$ cat config.mk
export PLATFORM = sky130hd
export DESIGN_NAME = bp_be_long_wb_arbiter
export DESIGN_NICKNAME = d
export VERILOG_FILES = /design/src/rtl/bp_be_pkg.sv /design/src/rtl/bsg_fifo_1r1w_small.sv /design/src/rtl/bp_be_long_wb_arbiter.sv
export SDC_FILE = /design/constraint.sdc
export NUM_CORES = 1
export LEC_CHECK = 0
export ABC_AREA = 1
export CAP_MARGIN = 20
export CORE_MARGIN = 2
export CORE_UTILIZATION = 40
export CTS_CLUSTER_DIAMETER = 50
export CTS_CLUSTER_SIZE = 25
export DETAILED_ROUTE_END_ITERATION = 12
export PLACE_DENSITY = 0.69
export REMOVE_ABC_BUFFERS = 1
export SYNTH_ARGS = -nofsm -noshare
export SYNTH_HDL_FRONTEND = slang
export SYNTH_HIERARCHICAL = 1
export SYNTH_SLANG_ARGS = --single-unit
$ cat constraint.sdc
create_clock -name clk_i -period 5.79 [get_ports clk_i]
set_input_delay 1.158 -clock clk_i [delete_from_list [all_inputs] [get_ports clk_i]]
set_output_delay 1.158 -clock clk_i [all_outputs]
set_load 0.01 [all_outputs]
$ cat src/rtl/bp_be_pkg.sv
// Backend shared types: processor configuration selector and the long-latency
// writeback packet carried through the result buffer.
package bp_be_pkg;

  typedef enum logic [1:0] {
    e_bp_default_cfg,
    e_bp_inv_cfg,
    e_bp_multicore_cfg
  } bp_params_e;

  localparam int rf_addr_width_gp = 5;
  localparam int dword_width_gp   = 64;

  typedef struct packed {
    logic [rf_addr_width_gp-1:0] rd_addr;
    logic [dword_width_gp-1:0]   data;
  } bp_be_long_wb_pkt_s;

  // All current configurations share the 64-bit integer datapath.
  function automatic int bp_be_dword_width(bp_params_e cfg);
    case (cfg)
      e_bp_default_cfg, e_bp_inv_cfg, e_bp_multicore_cfg: return dword_width_gp;
      default: return dword_width_gp;
    endcase
  endfunction

endpackage

`define BP_BE_LONG_WB_PKT_WIDTH ($bits(bp_be_pkg::bp_be_long_wb_pkt_s))

$ cat src/rtl/bsg_fifo_1r1w_small.sv
// Small circular FIFO, one write and one read port, ready/valid-yumi handshake.
// Also exposes per-slot valid and tag bits so a caller can search pending entries.
module bsg_fifo_1r1w_small #(
  parameter int width_p     = 69,
  parameter int els_p       = 2,
  parameter int tag_width_p = 5
) (
  input  logic                                  clk_i,
  input  logic                                  reset_i,
  input  logic                                  v_i,
  input  logic [width_p-1:0]                    data_i,
  output logic                                  ready_o,
  output logic                                  v_o,
  output logic [width_p-1:0]                    data_o,
  input  logic                                  yumi_i,
  output logic [els_p-1:0]                      slot_v_o,
  output logic [els_p-1:0][tag_width_p-1:0]     slot_tag_o
);

  localparam int ptr_width_lp = (els_p > 1) ? $clog2(els_p) : 1;
  localparam int cnt_width_lp = $clog2(els_p + 1);
  localparam logic [ptr_width_lp-1:0] last_ptr_lp = ptr_width_lp'(els_p - 1);
  localparam logic [cnt_width_lp-1:0] full_cnt_lp = cnt_width_lp'(els_p);

  logic [els_p-1:0][width_p-1:0] mem_q, mem_d;
  logic [ptr_width_lp-1:0]       rptr_q, rptr_d, wptr_q, wptr_d;
  logic [cnt_width_lp-1:0]       cnt_q, cnt_d;
  logic                          enq, deq;

  assign ready_o = (cnt_q != full_cnt_lp);
  assign v_o     = (cnt_q != '0);
  assign enq     = v_i & ready_o;
  assign deq     = yumi_i & v_o;
  assign data_o  = mem_q[rptr_q];

  always_comb begin
    mem_d  = mem_q;
    rptr_d = rptr_q;
    wptr_d = wptr_q;
    cnt_d  = cnt_q;
    if (enq) begin
      mem_d[wptr_q] = data_i;
      wptr_d = (wptr_q == last_ptr_lp) ? '0 : wptr_q + 1'b1;
    end
    if (deq) begin
      rptr_d = (rptr_q == last_ptr_lp) ? '0 : rptr_q + 1'b1;
    end
    case ({enq, deq})
      2'b10:   cnt_d = cnt_q + 1'b1;
      2'b01:   cnt_d = cnt_q - 1'b1;
      default: cnt_d = cnt_q;
    endcase
  end

  // A slot is live when its distance from the read pointer is below occupancy.
  always_comb begin
    slot_v_o   = '0;
    slot_tag_o = '0;
    for (int i = 0; i < els_p; i++) begin
      slot_v_o[i]   = (((i >= int'(rptr_q)) ? (i - int'(rptr_q))
                                            : (i + els_p - int'(rptr_q))) < int'(cnt_q));
      slot_tag_o[i] = mem_q[i][width_p-1 -: tag_width_p];
    end
  end

  always_ff @(posedge clk_i) begin
    if (reset_i) begin
      rptr_q <= '0;
      wptr_q <= '0;
      cnt_q  <= '0;
    end else begin
      rptr_q <= rptr_d;
      wptr_q <= wptr_d;
      cnt_q  <= cnt_d;
    end
  end

  always_ff @(posedge clk_i) begin
    mem_q <= mem_d;
  end

endmodule

$ cat src/rtl/bp_be_long_wb_arbiter.sv
// Shares the integer register file write port between the fixed-latency pipe
// (always wins) and buffered long-latency div/rem results; requests a stall on starvation.
module bp_be_long_wb_arbiter
  import bp_be_pkg::*;
#(
  parameter bp_params_e bp_params_p    = e_bp_inv_cfg,
  parameter int         buf_els_p      = 2,
  parameter int         starve_limit_p = 8
) (
  input  logic        clk_i,
  input  logic        reset_i,
  input  logic        iwb_v_i,
  input  logic [4:0]  iwb_rd_addr_i,
  input  logic [63:0] iwb_data_i,
  input  logic        long_v_i,
  input  logic [4:0]  long_rd_addr_i,
  input  logic [63:0] long_data_i,
  output logic        long_ready_o,
  output logic        irf_w_v_o,
  output logic [4:0]  irf_w_addr_o,
  output logic [63:0] irf_w_data_o,
  output logic        irf_w_src_o,
  input  logic [4:0]  check_addr_i,
  output logic        check_hit_o,
  output logic        stall_o
);

  localparam int pkt_width_lp    = `BP_BE_LONG_WB_PKT_WIDTH;
  localparam int dword_width_lp  = bp_be_dword_width(bp_params_p);
  localparam int starve_width_lp = $clog2(starve_limit_p + 1);
  localparam logic [starve_width_lp-1:0] starve_max_lp = starve_width_lp'(starve_limit_p);

  bp_be_long_wb_pkt_s                              enq_pkt, head_pkt;
  logic                                            fifo_ready, fifo_v, fifo_enq, fifo_deq;
  logic [buf_els_p-1:0]                            slot_v;
  logic [buf_els_p-1:0][rf_addr_width_gp-1:0]      slot_tag;
  logic [starve_width_lp-1:0]                      starve_cnt_q, starve_cnt_d;
  logic                                            stall_q, stall_d;
  logic [dword_width_lp-1:0]                       w_data;
  logic                                            hit_any;

  // Ready depends only on registered occupancy, so a full buffer never passes through.
  assign long_ready_o = fifo_ready & ~reset_i;
  assign enq_pkt      = '{rd_addr: long_rd_addr_i, data: long_data_i};
  assign fifo_enq     = long_v_i & long_ready_o & (long_rd_addr_i != '0);

  bsg_fifo_1r1w_small #(
    .width_p     (pkt_width_lp),
    .els_p       (buf_els_p),
    .tag_width_p (rf_addr_width_gp)
  ) u_buf (
    .clk_i      (clk_i),
    .reset_i    (reset_i),
    .v_i        (fifo_enq),
    .data_i     (enq_pkt),
    .ready_o    (fifo_ready),
    .v_o        (fifo_v),
    .data_o     (head_pkt),
    .yumi_i     (fifo_deq),
    .slot_v_o   (slot_v),
    .slot_tag_o (slot_tag)
  );

  always_comb begin
    irf_w_v_o    = 1'b0;
    irf_w_addr_o = '0;
    w_data       = '0;
    irf_w_src_o  = 1'b0;
    fifo_deq     = 1'b0;
    if (!reset_i) begin
      if (iwb_v_i) begin
        irf_w_v_o    = 1'b1;
        irf_w_addr_o = iwb_rd_addr_i;
        w_data       = iwb_data_i;
      end else if (fifo_v) begin
        irf_w_v_o    = 1'b1;
        irf_w_addr_o = head_pkt.rd_addr;
        w_data       = head_pkt.data;
        irf_w_src_o  = 1'b1;
        fifo_deq     = 1'b1;
      end
    end
  end

  assign irf_w_data_o = w_data;

  always_comb begin
    hit_any = 1'b0;
    for (int i = 0; i < buf_els_p; i++) begin
      if (slot_v[i] && (slot_tag[i] == check_addr_i)) hit_any = 1'b1;
    end
  end

  assign check_hit_o = hit_any & (check_addr_i != '0) & ~reset_i;

  always_comb begin
    if (!fifo_v || fifo_deq)            starve_cnt_d = '0;
    else if (starve_cnt_q != starve_max_lp) starve_cnt_d = starve_cnt_q + 1'b1;
    else                                starve_cnt_d = starve_cnt_q;
    stall_d = (starve_cnt_d == starve_max_lp);
  end

  always_ff @(posedge clk_i) begin
    if (reset_i) begin
      starve_cnt_q <= '0;
      stall_q      <= 1'b0;
    end else begin
      starve_cnt_q <= starve_cnt_d;
      stall_q      <= stall_d;
    end
  end

  assign stall_o = stall_q & ~reset_i;

endmodule
Yosys cells after proc, flatten, opt, wreduce, memory -nomap -nowiden
Index checks and enable logic that the tools add are counted.

storage, ports and cells
  word-level logic and storage cells = 70
  flip-flop bits (word level) = 147
  output and inout bits = 74
  input bits = 147

cells by class
  bitwise logic cells = 9
  $add $sub $neg = 8
  multiplexer cells = 24
  reductions and logical operators = 9
  $lt $le $gt $ge = 6
  equality and inequality tests = 7

operator list
  cell                                                                  count
  69-bit 2-to-1 mux                                                     3
  64-bit 2-to-1 mux                                                     3
  138-bit bitwise mux                                                   1
  69-bit demux with 1-bit select                                        1
  32-bit by 3-bit < comparator with 1-bit output                        2
  32-bit 2-to-1 mux                                                     1
  5-bit 2-to-1 mux                                                      3
  5-bit == test                                                         2
  5-bit nonzero test                                                    2
  1-bit 2-to-1 mux                                                      9
  1-bit bitwise AND                                                     8
  4-bit 2-to-1 mux                                                      2
  4-bit by 1-bit adder with 4-bit output, second input constant         1
  4-bit == test, second input constant                                  1
  1-bit by 2-bit < comparator with 1-bit output, second input constant  2
  4-bit != test, second input constant                                  1
  2-bit case mux with 2 select lines                                    1
  2-bit nonzero test                                                    2
  1-bit by 1-bit subtractor with 2-bit output, first input constant     2
  1-bit logical AND                                                     3
  2-bit by 1-bit subtractor with 3-bit output, first input constant     1
  1-bit adder, second input constant                                    2
  2-bit by 1-bit adder with 2-bit output, second input constant         1
  2-bit by 1-bit == test with 1-bit output, second input constant       1
  other kinds (8)                                                       8

Logic depth before layout (Yosys ltp)
  word-level depth = 8
  gate-level depth with buffers = 13
  gate-level depth less buffers = 13

Cells and area by module
The synthesis kept the hierarchy.

by module, submodules not included
  module                 seq. area each (µm²)  instances  cells each  area an instance (µm²)
  bsg_fifo_1r1w_small    4224.1                1          409         5341.4
  bp_be_long_wb_arbiter  100.1                 1          179         1177.4

Least setup slack after synthesis
No wires, ideal clock.

  kind = input -> register
  start point = input port reset_i
  end point = register u_buf/mem_q[0] (netlist bit), enable pin
  arrival = 4.522 ns
  setup slack = 0.772 ns
  stages on the path = 5
  data required time = 5.294 ns
  cells stage by stage = nor2_1 nand3_1 inv_1 nand2_2 nor2_1

on the way
  word-level cells in the longest chain between the ends = 5

ends and longest elaborated chain
  what                            line                         source
  start, declared                 bp_be_long_wb_arbiter.sv:11  input logic reset_i,
  1-bit inverter                  bp_be_long_wb_arbiter.sv:43  assign long_ready_o = fifo_ready & ~reset_i;
  1-bit bitwise AND               bp_be_long_wb_arbiter.sv:43
  1-bit bitwise AND (2 in a row)  bp_be_long_wb_arbiter.sv:45  assign fifo_enq = long_v_i & long_ready_o & (long_rd_addr_i != '0);
  named net fifo_enq              bp_be_long_wb_arbiter.sv:34  logic fifo_ready, fifo_v, fifo_enq, fifo_deq;
  1-bit bitwise AND               bsg_fifo_1r1w_small.sv:32    assign enq = v_i & ready_o;
  end signal, assigned            bsg_fifo_1r1w_small.sv:79    mem_q <= mem_d;
  end, declared                   bsg_fifo_1r1w_small.sv:25    logic [els_p-1:0][width_p-1:0] mem_q, mem_d;

The timed path passes the listed nets, and every way through them passes these cells.
A chain may end at the register's enable or synchronous reset.

Final worst setup path
  start point = input port reset_i
  end point = output port irf_w_data_o[14]

on the way
  word-level cells in the longest chain between the ends = 1

ends and longest elaborated chain
  what               line                         source
  64-bit 2-to-1 mux  bp_be_long_wb_arbiter.sv:70  if (!reset_i) begin
  end, declared      bp_be_long_wb_arbiter.sv:21  output logic [63:0] irf_w_data_o,

Every way passes these cells.

==> impl_results.md <==
- Status: finished, final reports clean
- CTS H-tree depth: 4
- Maximum VDD drop: 0.169 mV
- Post-synthesis compound-gate area fraction: 10.1%
- Post-synthesis mux area share: 0%
- Ports: 221
- Synth warn: 6
- Ranking of synthesized cells by area: edfxtp_1 (64%), nand2_1 (14%), a22o_1 (9.3%), dfxtp_1 (2.8%), buf_4 (2.1%)
- Synthesized area: 6520 um2
- Worst-path fanout max: 70
- Placement Setup Slack: 1.28 ns
- # resized after CTS: 0
- Largest family of logic cells by synthesized area: simple AND/OR/NAND/NOR gates
- Hold Crit Class: register to register
- Most Frequent Cell on Critical Path: clkdlybuf4s50_1
- Crit. Startpoint: reset_i
- Final worst setup slack: 1.29 ns
- Yosys top cell by area: edfxtp_1
- Synth async-reset ratio: 0%
- Core area: 15900 um2
- Yosys reg bits: 147
- Final setup vio count: 0
- Dpl cells: 991
- Worst r2r src: u_buf/cnt_q[0]
- Simple-gate share of the synthesized area: 17.1%
- Worst Setup Start Kind: input pin
- Crit. End Element: output pin
- Fin util: 59.0%
- Register area share after synthesis: 66.3%
- Tcrit/Tclk final: 77.7%
- Dpl cell area: 8840 um2
- Relative slew slack: 34.5%
- Post-CTS setup buffer count: 0
- Initial drt markers: 295
- Layout cell share with drive strength beyond 1: 6.08%
- XOR/XNOR Fraction of Synth Area: 0.269%
- Full die area: 17300 um2
- Placer Congestion: 0.838
- Die W: 132 um
- Worst Tran Pin Value: 0.981 ns
- Final hold vios: 0
- Fillers: 1339
- Synthesized area per cell: 11.1 um2
- Non-filler cells, final: 1022
- Row count: 46
- Fin. max-slew vios: 0
- DRT antenna net count: 0
- Yosys top cell area share: 63.6%
- DIE HEIGHT: 132 um
- Synth-to-Final Area Change: 43.8%
- Worst clock skew: 0.00894 ns
- Leak: 3.61 nW
- Initial core utilization: 41.0%
- Top-count cell post-synth: nand2_1
- Design area: 9370 um2
- Nets: 944
- Worst path slowest cell: buf_4
- Critical path data arrival time: 3.34 ns
- Power per cell area: 267 nW/um2
- Min cycle time layout: 4.50 ns
- Total number of vias: 4932
- Req. time, crit path: 4.63 ns
- Adder-cell share of the synthesized area: 0.576%
- DR vias/cell: 4.83
- Cell variety after synth: 28
- Antenna Cells: 0
- Crit Path Category: input pin to output pin
- Worst-path clk slew: 0.06 ns
- PortBufs: 220
- Worst skew pair latency: 0.41 ns
- DRC Markers: 0
- Vias in the first global route: 4994
- Clock sinks: 147
- Number of enable flip-flop cells after synthesis: 138
- Setup_tns: 0 ns
- Synth cell count leaders: nand2_1 (241), edfxtp_1 (138), a22o_1 (69)
- Primary FF master, synth: edfxtp_1
- Max Cap Viol: 0
- Placed wire-length estimate: 10.2 mm
- Global-route wire length before repair: 24.3 mm
- Final WL: 15.2 mm
- CP max stage delay: 0.60 ns
- Deepest clock path buffer count: 2
- GR Overflow Total: 0
- Achievable clock frequency: 222 MHz
- GRT Util Overall: 17.7%
- CTS tree: done
- Cts-stage hold buffer count: 0
- WL per Instance: 14.9 um
- DRT Pass-1 Iters: 5
- RSZ-0062 raised after global routing: no
- Hold_sp: u_buf/wptr_q
- Clk root buf: clkbuf_16
- Initial antenna violation count: 0
- Number of buffers created by CTS: 17
- Largest net degree at the start of global routing: 72
- Cell count after synthesis: 588
- Cell Chain, Critical Path: clkdlybuf4s50_1 > nor2_4 > buf_4 > a22o_1 > clkdlybuf4s50_1
## layer usage
metal	vias to the layer above	track usage, %	part of all wire [%]
li1	2432	-	-
met1	2325	20.2	41
met2	163	31.6	52
met3	12	5.40	6.3
met4	0	5.62	0.96
met5	-	0	0
## stage by stage
stage          hold WS (ns)  power (W)
3_5_place_dp          0.543    0.00155
6_report              0.556    0.00250
3_3_place_gp          0.530    0.00155
4_1_cts               0.553    0.00253
5_1_grt               0.577    0.00260
2_1_floorplan         0.474    0.00136
## final timing paths
| path | to | slack [ns] | cells past startpoint |
|---|---|---|---|
| worst min register to register | u_buf/wptr_q | 0.56 | 2 |
| worst max register to register | u_buf/mem_q[125] | 3.19 | 9 |
| worst min-delay path | u_buf/wptr_q | 0.56 | 2 |
| worst max-delay path | irf_w_data_o[14] | 1.29 | 5 |
## cells in the final DEF, fill, tap and decap left out, types with 5 or more instances in the layout
cell and instances:
nand2_1 241, nand3_1 8, nor2_1 23, clkdlybuf4s50_1 220, edfxtp_1 138, inv_1 29, clkbuf_16 17, clkinv_2 5
a22o_1 69, dfxtp_1 8
## state kept, by name, summed over array words and instances, names as in the netlist
signal	count
stall_q	1
u_buf/cnt_q	2
starve_cnt_q	4
u_buf/mem_q	128
u_buf/rptr_q	1
u_buf/slot_tag_o	10
u_buf/wptr_q	1
## power breakdown
part           leakage (nW)  switching (W)  total [W]  internal [W]
clock                 0.253       0.000386   0.000968      0.000582
combinational          2.02       0.000133   0.000314      0.000181
sequential             1.34      0.0000111    0.00122       0.00121
## final cells by class
type / instances / area [um2] / area share, %
Timing Repair Buffer: 226 / 2270 / 24.2
Sequential cell: 147 / 4330 / 46.2
Inverter: 33 / 126 / 1.35
Clock buffer: 20 / 437 / 4.66
Tap cell: 216 / 270 / 2.88
Clock inverter: 11 / 90.1 / 0.961
Multi-Input combinational cell: 369 / 1850 / 19.7
## kinds of logic after synthesis
| group | after synthesis |
|---|---|
| XOR/XNOR | 2 |
| buffers and inverters | 72 |
| AND/OR/NAND/NOR | 285 |
| AO/OA/AOI/OAI | 79 |
| flip-flops | 147 |
| adder cells (fa/ha/maj) | 3 |
## worst max-delay path: cells and delay by family
| kind | cells | cell delay (ns) |
|---|---|---|
| buffers and inverters | 3 | 1.73 |
| AOI/OAI and AO/OA | 1 | 0.30 |
| and+or+nand+nor | 1 | 0.16 |
Note: power is estimated with default switching activity, not from simulation.
